`src/rtl/tmds_serializer_mc_if.sv`:
```
// Bus bundle for the multi-channel TMDS serializer.
// master: drives en/par_data/bitslip and receives par_ready/frame_start/ser_rise/ser_fall.
// slave: the serializer side.
interface tmds_serializer_mc_if #(
    parameter int WIDTH    = 10,
    parameter int CHANNELS = 3
);
    logic                      en;
    logic [CHANNELS*WIDTH-1:0] par_data;
    logic [CHANNELS-1:0]       bitslip;
    logic                      par_ready;
    logic                      frame_start;
    logic [CHANNELS-1:0]       ser_rise;
    logic [CHANNELS-1:0]       ser_fall;

    modport master (
        output en, par_data, bitslip,
        input  par_ready, frame_start, ser_rise, ser_fall
    );

    modport slave (
        input  en, par_data, bitslip,
        output par_ready, frame_start, ser_rise, ser_fall
    );
endinterface

```
`src/rtl/tmds_serializer_mc.sv`:
```
// Multi-channel TMDS parallel-to-serial engine with per-lane bitslip,
// selectable bit order and DDR (rise/fall pair) or SDR output slots.
// Ports: sys_clk (serial-rate clock), sys_rst_n (sync active-low reset),
//   bus (slave): en, par_data, bitslip in; par_ready, frame_start,
//   ser_rise, ser_fall out.
module tmds_serializer_mc #(
    parameter int WIDTH     = 10,
    parameter int CHANNELS  = 3,
    parameter int DDR       = 1,
    parameter int MSB_FIRST = 0
) (
    input  logic                 sys_clk,
    input  logic                 sys_rst_n,
    tmds_serializer_mc_if.slave  bus
);
    localparam int SLOTS = (DDR != 0) ? WIDTH / 2 : WIDTH;
    localparam int CW    = (SLOTS > 1) ? $clog2(SLOTS) : 1;
    localparam int SW    = (WIDTH > 2) ? $clog2(WIDTH) : 1;
    localparam int BPS   = (DDR != 0) ? 2 : 1;
    localparam logic [CW-1:0] LAST  = CW'(SLOTS - 1);
    localparam logic [SW-1:0] SLIPM = SW'(WIDTH - 1);

    if (WIDTH < 2) begin : g_bad_width
        $error("tmds_serializer_mc: WIDTH must be at least 2");
    end
    if (CHANNELS < 1) begin : g_bad_channels
        $error("tmds_serializer_mc: CHANNELS must be at least 1");
    end
    if ((DDR != 0) && (WIDTH % 2 != 0)) begin : g_bad_ddr
        $error("tmds_serializer_mc: DDR needs an even WIDTH");
    end

    logic [CW-1:0]       cnt_q, cnt_d;
    logic [WIDTH-1:0]    sh_q   [CHANNELS];
    logic [WIDTH-1:0]    sh_d   [CHANNELS];
    logic [SW-1:0]       slip_q [CHANNELS];
    logic [SW-1:0]       slip_d [CHANNELS];
    logic [CHANNELS-1:0] rise_q, rise_d;
    logic [CHANNELS-1:0] fall_q, fall_d;
    logic                fs_q, fs_d;
    logic                load;

    // Optional bit reversal, then rotate right by the slip offset so
    // that bit 0 of the result is the first bit on the wire.
    function automatic logic [WIDTH-1:0] xform(
        input logic [WIDTH-1:0] w,
        input logic [SW-1:0]    s
    );
        logic [WIDTH-1:0]   t;
        logic [2*WIDTH-1:0] dbl;
        for (int i = 0; i < WIDTH; i++) begin
            t[i] = (MSB_FIRST != 0) ? w[WIDTH-1-i] : w[i];
        end
        dbl = {t, t} >> s;
        return dbl[WIDTH-1:0];
    endfunction

    assign load = bus.en && (cnt_q == LAST);

    always_comb begin
        logic [WIDTH-1:0] nxt;
        nxt    = '0;
        cnt_d  = cnt_q;
        rise_d = rise_q;
        fall_d = fall_q;
        fs_d   = fs_q;
        for (int c = 0; c < CHANNELS; c++) begin
            sh_d[c]   = sh_q[c];
            slip_d[c] = slip_q[c];
            // Slip is tracked even while disabled; a load in the same
            // cycle still uses the old offset.
            if (bus.bitslip[c]) begin
                slip_d[c] = (slip_q[c] == SLIPM) ? '0 : slip_q[c] + SW'(1);
            end
        end
        if (!bus.en) begin
            cnt_d  = LAST;
            rise_d = '0;
            fall_d = '0;
            fs_d   = 1'b0;
            for (int c = 0; c < CHANNELS; c++) begin
                sh_d[c] = '0;
            end
        end else begin
            cnt_d = load ? '0 : cnt_q + CW'(1);
            fs_d  = load;
            // The head slot goes straight to the output flops; the
            // shift register keeps only the slots still to come.
            for (int c = 0; c < CHANNELS; c++) begin
                nxt = load ? xform(bus.par_data[c*WIDTH +: WIDTH], slip_q[c])
                           : sh_q[c];
                rise_d[c] = nxt[0];
                fall_d[c] = nxt[BPS-1];
                sh_d[c]   = nxt >> BPS;
            end
        end
    end

    always_ff @(posedge sys_clk) begin
        if (!sys_rst_n) begin
            cnt_q  <= LAST;
            rise_q <= '0;
            fall_q <= '0;
            fs_q   <= 1'b0;
            for (int c = 0; c < CHANNELS; c++) begin
                sh_q[c]   <= '0;
                slip_q[c] <= '0;
            end
        end else begin
            cnt_q  <= cnt_d;
            rise_q <= rise_d;
            fall_q <= fall_d;
            fs_q   <= fs_d;
            for (int c = 0; c < CHANNELS; c++) begin
                sh_q[c]   <= sh_d[c];
                slip_q[c] <= slip_d[c];
            end
        end
    end

    assign bus.par_ready   = sys_rst_n & load;
    assign bus.frame_start = fs_q;
    assign bus.ser_rise    = rise_q;
    assign bus.ser_fall    = fall_q;
endmodule

```
`src/flat_wrapper.sv`:
```
// flat-port wrapper written by rule: the top's interface ports become plain ports
module tmds_serializer_mc_flat 
#(
    parameter int WIDTH     = 10,
    parameter int CHANNELS  = 3,
    parameter int DDR       = 1,
    parameter int MSB_FIRST = 0
)
  (sys_clk, sys_rst_n, bus_en, bus_par_data, bus_bitslip, bus_par_ready, bus_frame_start, bus_ser_rise, bus_ser_fall);
  tmds_serializer_mc_if #(.WIDTH(WIDTH), .CHANNELS(CHANNELS)) bus_i ();
  input  logic sys_clk;
  input  logic sys_rst_n;
  input wire logic [$bits(bus_i.en)-1:0] bus_en;
  input wire logic [$bits(bus_i.par_data)-1:0] bus_par_data;
  input wire logic [$bits(bus_i.bitslip)-1:0] bus_bitslip;
  output wire logic [$bits(bus_i.par_ready)-1:0] bus_par_ready;
  output wire logic [$bits(bus_i.frame_start)-1:0] bus_frame_start;
  output wire logic [$bits(bus_i.ser_rise)-1:0] bus_ser_rise;
  output wire logic [$bits(bus_i.ser_fall)-1:0] bus_ser_fall;
  assign bus_i.en = bus_en;
  assign bus_i.par_data = bus_par_data;
  assign bus_i.bitslip = bus_bitslip;
  assign bus_par_ready = bus_i.par_ready;
  assign bus_frame_start = bus_i.frame_start;
  assign bus_ser_rise = bus_i.ser_rise;
  assign bus_ser_fall = bus_i.ser_fall;
  tmds_serializer_mc #(.WIDTH(WIDTH), .CHANNELS(CHANNELS), .DDR(DDR), .MSB_FIRST(MSB_FIRST)) u_core (.sys_clk(sys_clk), .sys_rst_n(sys_rst_n), .bus(bus_i));
endmodule
```
`config.mk`:
```
export PLATFORM = sky130hd
export DESIGN_NAME = tmds_serializer_mc_flat
export DESIGN_NICKNAME = d
export VERILOG_FILES = /design/src/rtl/tmds_serializer_mc_if.sv /design/src/rtl/tmds_serializer_mc.sv /design/src/flat_wrapper.sv
export SDC_FILE = /design/constraint.sdc
export NUM_CORES = 1
export LEC_CHECK = 0
export BUFFER_PORTS_ARGS = -buffer_cell sky130_fd_sc_hd__buf_4
export CAP_MARGIN = 10
export CORE_ASPECT_RATIO = 1.5
export CORE_MARGIN = 3
export CORE_UTILIZATION = 45
export CTS_CLUSTER_SIZE = 30
export DETAILED_ROUTE_END_ITERATION = 16
export HOLD_SLACK_MARGIN = 0.08
export PLACE_DENSITY_LB_ADDON = 0.1
export SETUP_SLACK_MARGIN = 0.02
export SYNTH_ARGS = -nofsm -noshare
export SYNTH_HDL_FRONTEND = slang
export SYNTH_SLANG_ARGS = --single-unit
```
`constraint.sdc`:
```
create_clock -name sys_clk -period 1.85 [get_ports sys_clk]
set_input_delay 0.2775 -clock sys_clk [delete_from_list [all_inputs] [get_ports sys_clk]]
set_output_delay 0.2775 -clock sys_clk [all_outputs]
set_load 0.02 [all_outputs]
```
* Word-level counts from Yosys, hierarchy flattened
Memory sizes are Yosys's and may differ from the RTL's.
Cells that the tools add are included.
** Cells by class
- Mux-type cells :: 19
- Reduce and logical (&&, ||, !) cells :: 3
- Add/sub/neg operators :: 4
- Shift operators :: 3
- Equal/unequal tests :: 4
- Bitwise gates (word level) :: 9
** Operators with widths (count)
- 10-bit two-way mux :: 6
- 20-bit by 4-bit right shift with 10-bit output :: 3
- 4-bit two-way mux :: 9
- 28-bit two-way mux :: 1
- 4-bit by 1-bit adder with 4-bit output (second input constant) :: 3
- 4-bit equality test (second input constant) :: 3
- 1-bit bitwise OR :: 6
- 3-bit by 1-bit adder with 3-bit output (second input constant) :: 1
- 3-bit equality test (second input constant) :: 1
- 3-bit two-way mux :: 1
- 3-bit OR reduction :: 1
- 1-bit two-way mux :: 2
- 1-bit NOT :: 2
- 2-bit AND reduction :: 1
- 1-bit AND :: 1
- 1-bit logical AND :: 1
** Storage, ports and cells
- Input port bits :: 36
- Memories kept :: 2
- Flip-flop bits (word level) :: 10
- Logic and storage cells :: 49
- Bits in writable memories :: 42
** Memory list
- u_core.sh_q :: depth 3, bits a word 10, read ports 3, clocked after memory_dff 0, write ports 3, RTL line tmds_serializer_mc.sv:34 : logic [WIDTH-1:0] sh_q [CHANNELS];
- u_core.slip_q :: depth 3, bits a word 4, read ports 3, clocked after memory_dff 0, write ports 3, RTL line tmds_serializer_mc.sv:36 : logic [SW-1:0] slip_q [CHANNELS];

* Longest topological paths before layout
- Depth in word-level cells :: 5
- Gate-level depth with buffers :: 7
- Depth with buffers taken out :: 7

* Worst setup path before layout
OpenSTA, ideal clock, no wires.
- Kind :: register -> register
- Start :: memory u_core.slip_q[0][5] (netlist bit)
- End :: memory u_core.sh_q[1][5], in the netlist u_core.sh_q[0][15]
- Required time :: 1.731 ns
- Period minus slack after synthesis :: 1.721 ns
- Stages on the path, launching flop included :: 5
- Arrival :: 1.603 ns
- Path slack :: 0.129 ns
- Cells stage by stage :: dfxtp_1 > buf_6 > mux4_2 > mux4_2 > o221a_1
** RTL lines (RTL line)
- from (decl) :: tmds_serializer_mc.sv:36
- to (decl) :: tmds_serializer_mc.sv:34

==> out/metrics.cfg <==
[placement]
placed_cells = 530
io_buffers = 43
place.gp.congestion = 0.855
hpwl_mm = 7.67
preCtsSetupSlack_ns = 0.0151

[clock_network]
cts.sinks = 46
root_buffer = clkbuf_16
cts_buffers = 5
clock_path_buffers = 2
htreeDepth = 2
clock_latency_ns = 0.29
clk_pin_slew_ns = 0.07
tritoncts = built

[floorplanning]
die_w_um = 81.0
rows = 40
dieHeight_um = 118
ioPinCount = 44
dieArea_sq_um = 9590
start_util_pct = 46.8
core_area_sq_um = 8110

[drt]
finalWirelength_mm = 10.2
dr.first_iter.drc_count = 130
wl_per_cell_um = 18.7
antenna_left = 0
post-route-drc-count = 0
viasPerCell = 6.17
via_count = 3353
firstDrtPassIters = 4

[power_and_ir_drop]
vdd_drop_max_mv = 0.405
leakagePower_nw = 1.70
finalPower_mw = 3.03
p_per_area_nw_per_um2 = 656

[worst_setup_path]
rr_worst_depth = 5
end_kind = flop
cp.arrival_ns = 1.99
critPathRequiredTime_ns = 2.03
path_class = flop to flop
path_max_fanout = 6
worstSetupStartpointType = flop

[layout]
stdcell_count = 543
area_growth_pct = 21.5
final_util_pct = 56.9
diodes = 0
fin_nets = 475
fillers = 754
drive_above_1_share_pct = 33.3

[global_routing]
grt_pass1_vias = 3379
grt_first_pass_wirelength_mm = 16.7
antenna_found_initial = 0
track_usage_pct = 22.3
overflow = 0
grt_max_degree = 22

[yosys]
synth-main-ff-cell = dfxtp_1
yosys_warnings = 0
synth.distinct_cells = 52
syn-cell-area_sq_um = 3790
yosysSeqAreaShare_pct = 24.3
syn-num-nets = 426
synth.avg_cell_area_sq_um = 9.78
synthCells = 388
synth_edf_count = 0
synth-async-reset-ratio_pct = 0
ys_ff_latch = 46

[timing]
fin_tns_setup_ns = 0
timing.final.crit_share_pct = 98.1
period_needed_ns = 1.81
timing.slew.headroom_pct = 60.8
finalHoldViolCount = 0
fin_skew_ns = 0.00813
fmax_mhz = 551
worst_slack_ns = 0.0359
max_slew.worst_pin.slew_ns = 0.580
drv_slew = 0
rsz0062_at_grt = true
final-setup-viol-count = 0

[min_path]
whs_path_depth = 3
hold_class = input port to flop

[run_status]
status = finished clean

[flow_run]
cap_violations = 0

==> metal layers <==
metal	track usage, %	wire length (um)	vias up
li1	-	-	1589
met1	25.5	3880	1653
met2	39.3	5480	86
met3	3.05	338	25
met4	11.1	452	0
met5	0	0	-
==> critical path, stage by stage, from the launching register on <==
cell     delay (ns)
dfxtp_2        0.38
buf_12         0.13
mux4_2         0.51
mux2_2         0.31
nor2b_1        0.14
a221o_1        0.25
==> sequential cells by signal, indices dropped and copies added (netlist names) <==
name and flops:
u_core.bus.frame_start 1, u_core.slip_q 12, u_core.sh_q 24, u_core.cnt_q 3, u_core.bus.ser_fall 3, u_core.bus.ser_rise 3
==> cell type report <==
cell class / instances / area [sq um] / share of cell area [%]
Timing Repair Buffer: 77 / 676 / 14.7
Clock buffer: 5 / 125 / 2.71
Multi-Input combinational cell: 295 / 2660 / 57.7
Clock inverter: 3 / 43.8 / 0.950
Tap cell: 105 / 131 / 2.85
Sequential cell: 46 / 927 / 20.1
Inverter: 12 / 47.5 / 1.03
==> final timing paths <==
kind                                        to  slack (ns)                        startpoint
max               u_core.sh_q[0][0]$_SDFF_PN0_        0.04  u_core.slip_q[0][1]$_SDFFE_PN0P_
min           u_core.slip_q[0][8]$_SDFFE_PN0P_        0.32                    bus_bitslip[2]
max reg2reg       u_core.sh_q[0][0]$_SDFF_PN0_        0.04  u_core.slip_q[0][1]$_SDFFE_PN0P_
min reg2reg  u_core.bus.ser_rise[1]$_SDFF_PN0_        0.44     u_core.sh_q[0][10]$_SDFF_PN0_
==> power by group <==
part	internal, mW	switching, mW
Clock	0.640	0.396
Sequential	1.05	0.0440
Combinational	0.470	0.426
Total	2.16	0.866
==> stage by stage <==
step	cell area [sq um]	hold WS (ns)
5_1_grt	4610	0.330
4_1_cts	4540	0.310
3_3_place_gp	4350	0.416
2_1_floorplan	3790	0.401
3_5_place_dp	4350	0.428
6_report	4610	0.317
==> cell usage in the layout, fill, tap and decap left out, types with 2 or more instances in the layout <==
cell type,instances
buf_4,70
dfxtp_1,41
mux2i_1,38
mux4_2,33
nand2_1,26
nor2_1,23
mux2_2,19
o21ai_0,19
a21oi_1,14
nor2b_1,12
inv_1,10
nor3_1,10
a211oi_1,10
nand3_1,8
and2_1,7
clkbuf_16,7
o211ai_1,6
nand3b_1,5
a31oi_1,5
buf_12,5
dfxtp_2,5
nand2b_1,4
mux4_1,4
a221o_1,4
a21boi_0,4
o31ai_1,4
o311ai_0,3
a32o_1,3
and3_1,3
a22oi_1,3
xnor2_1,3
xor2_1,3
a2bb2oi_1,2
and2_0,2
a22o_1,2
ha_1,2
==> kinds of logic (layout without fill, tap and decap cells) <==
family          Yosys count  count (layout)  share of synthesized area [%]
flops                    46              46                           24.3
simple gates            104             104                           13.5
compound gates           89              89                           16.4
buf+inv                  47              97                           5.77
fa+ha+maj                 2               2                          0.660
xor+xnor                  6               6                           1.39
mux                      94              94                           38.0
==> synthesized netlist by cell type (all sizes together) (6+ instances only) <==
cell type | instances | share of area [%]
clkbuf | 12 | 1.2
inv | 11 | 1.1
nor2b | 12 | 2.0
nand2 | 26 | 2.6
and2 | 9 | 1.5
mux4 | 37 | 22
buf | 23 | 3.4
nor3 | 10 | 1.3
o21ai | 19 | 2.5
nor2 | 23 | 2.3
dfxtp | 46 | 24
o211ai | 6 | 1.2
mux2i | 38 | 10
a21oi | 14 | 1.8
mux2 | 19 | 5.6
nand3 | 8 | 1.1
a211oi | 10 | 2.0
==> timing repair <==
| item | in CTS | in global routing |
|---|---|---|
| gates cloned | 0 | 2 |
| setup buffers | 2 | 1 |
| hold buffers | 0 | 0 |
| setup endpoints to repair | 3 | 10 |
| gates resized for setup | 2 | 6 |
(Power assumes the default switching activity.)
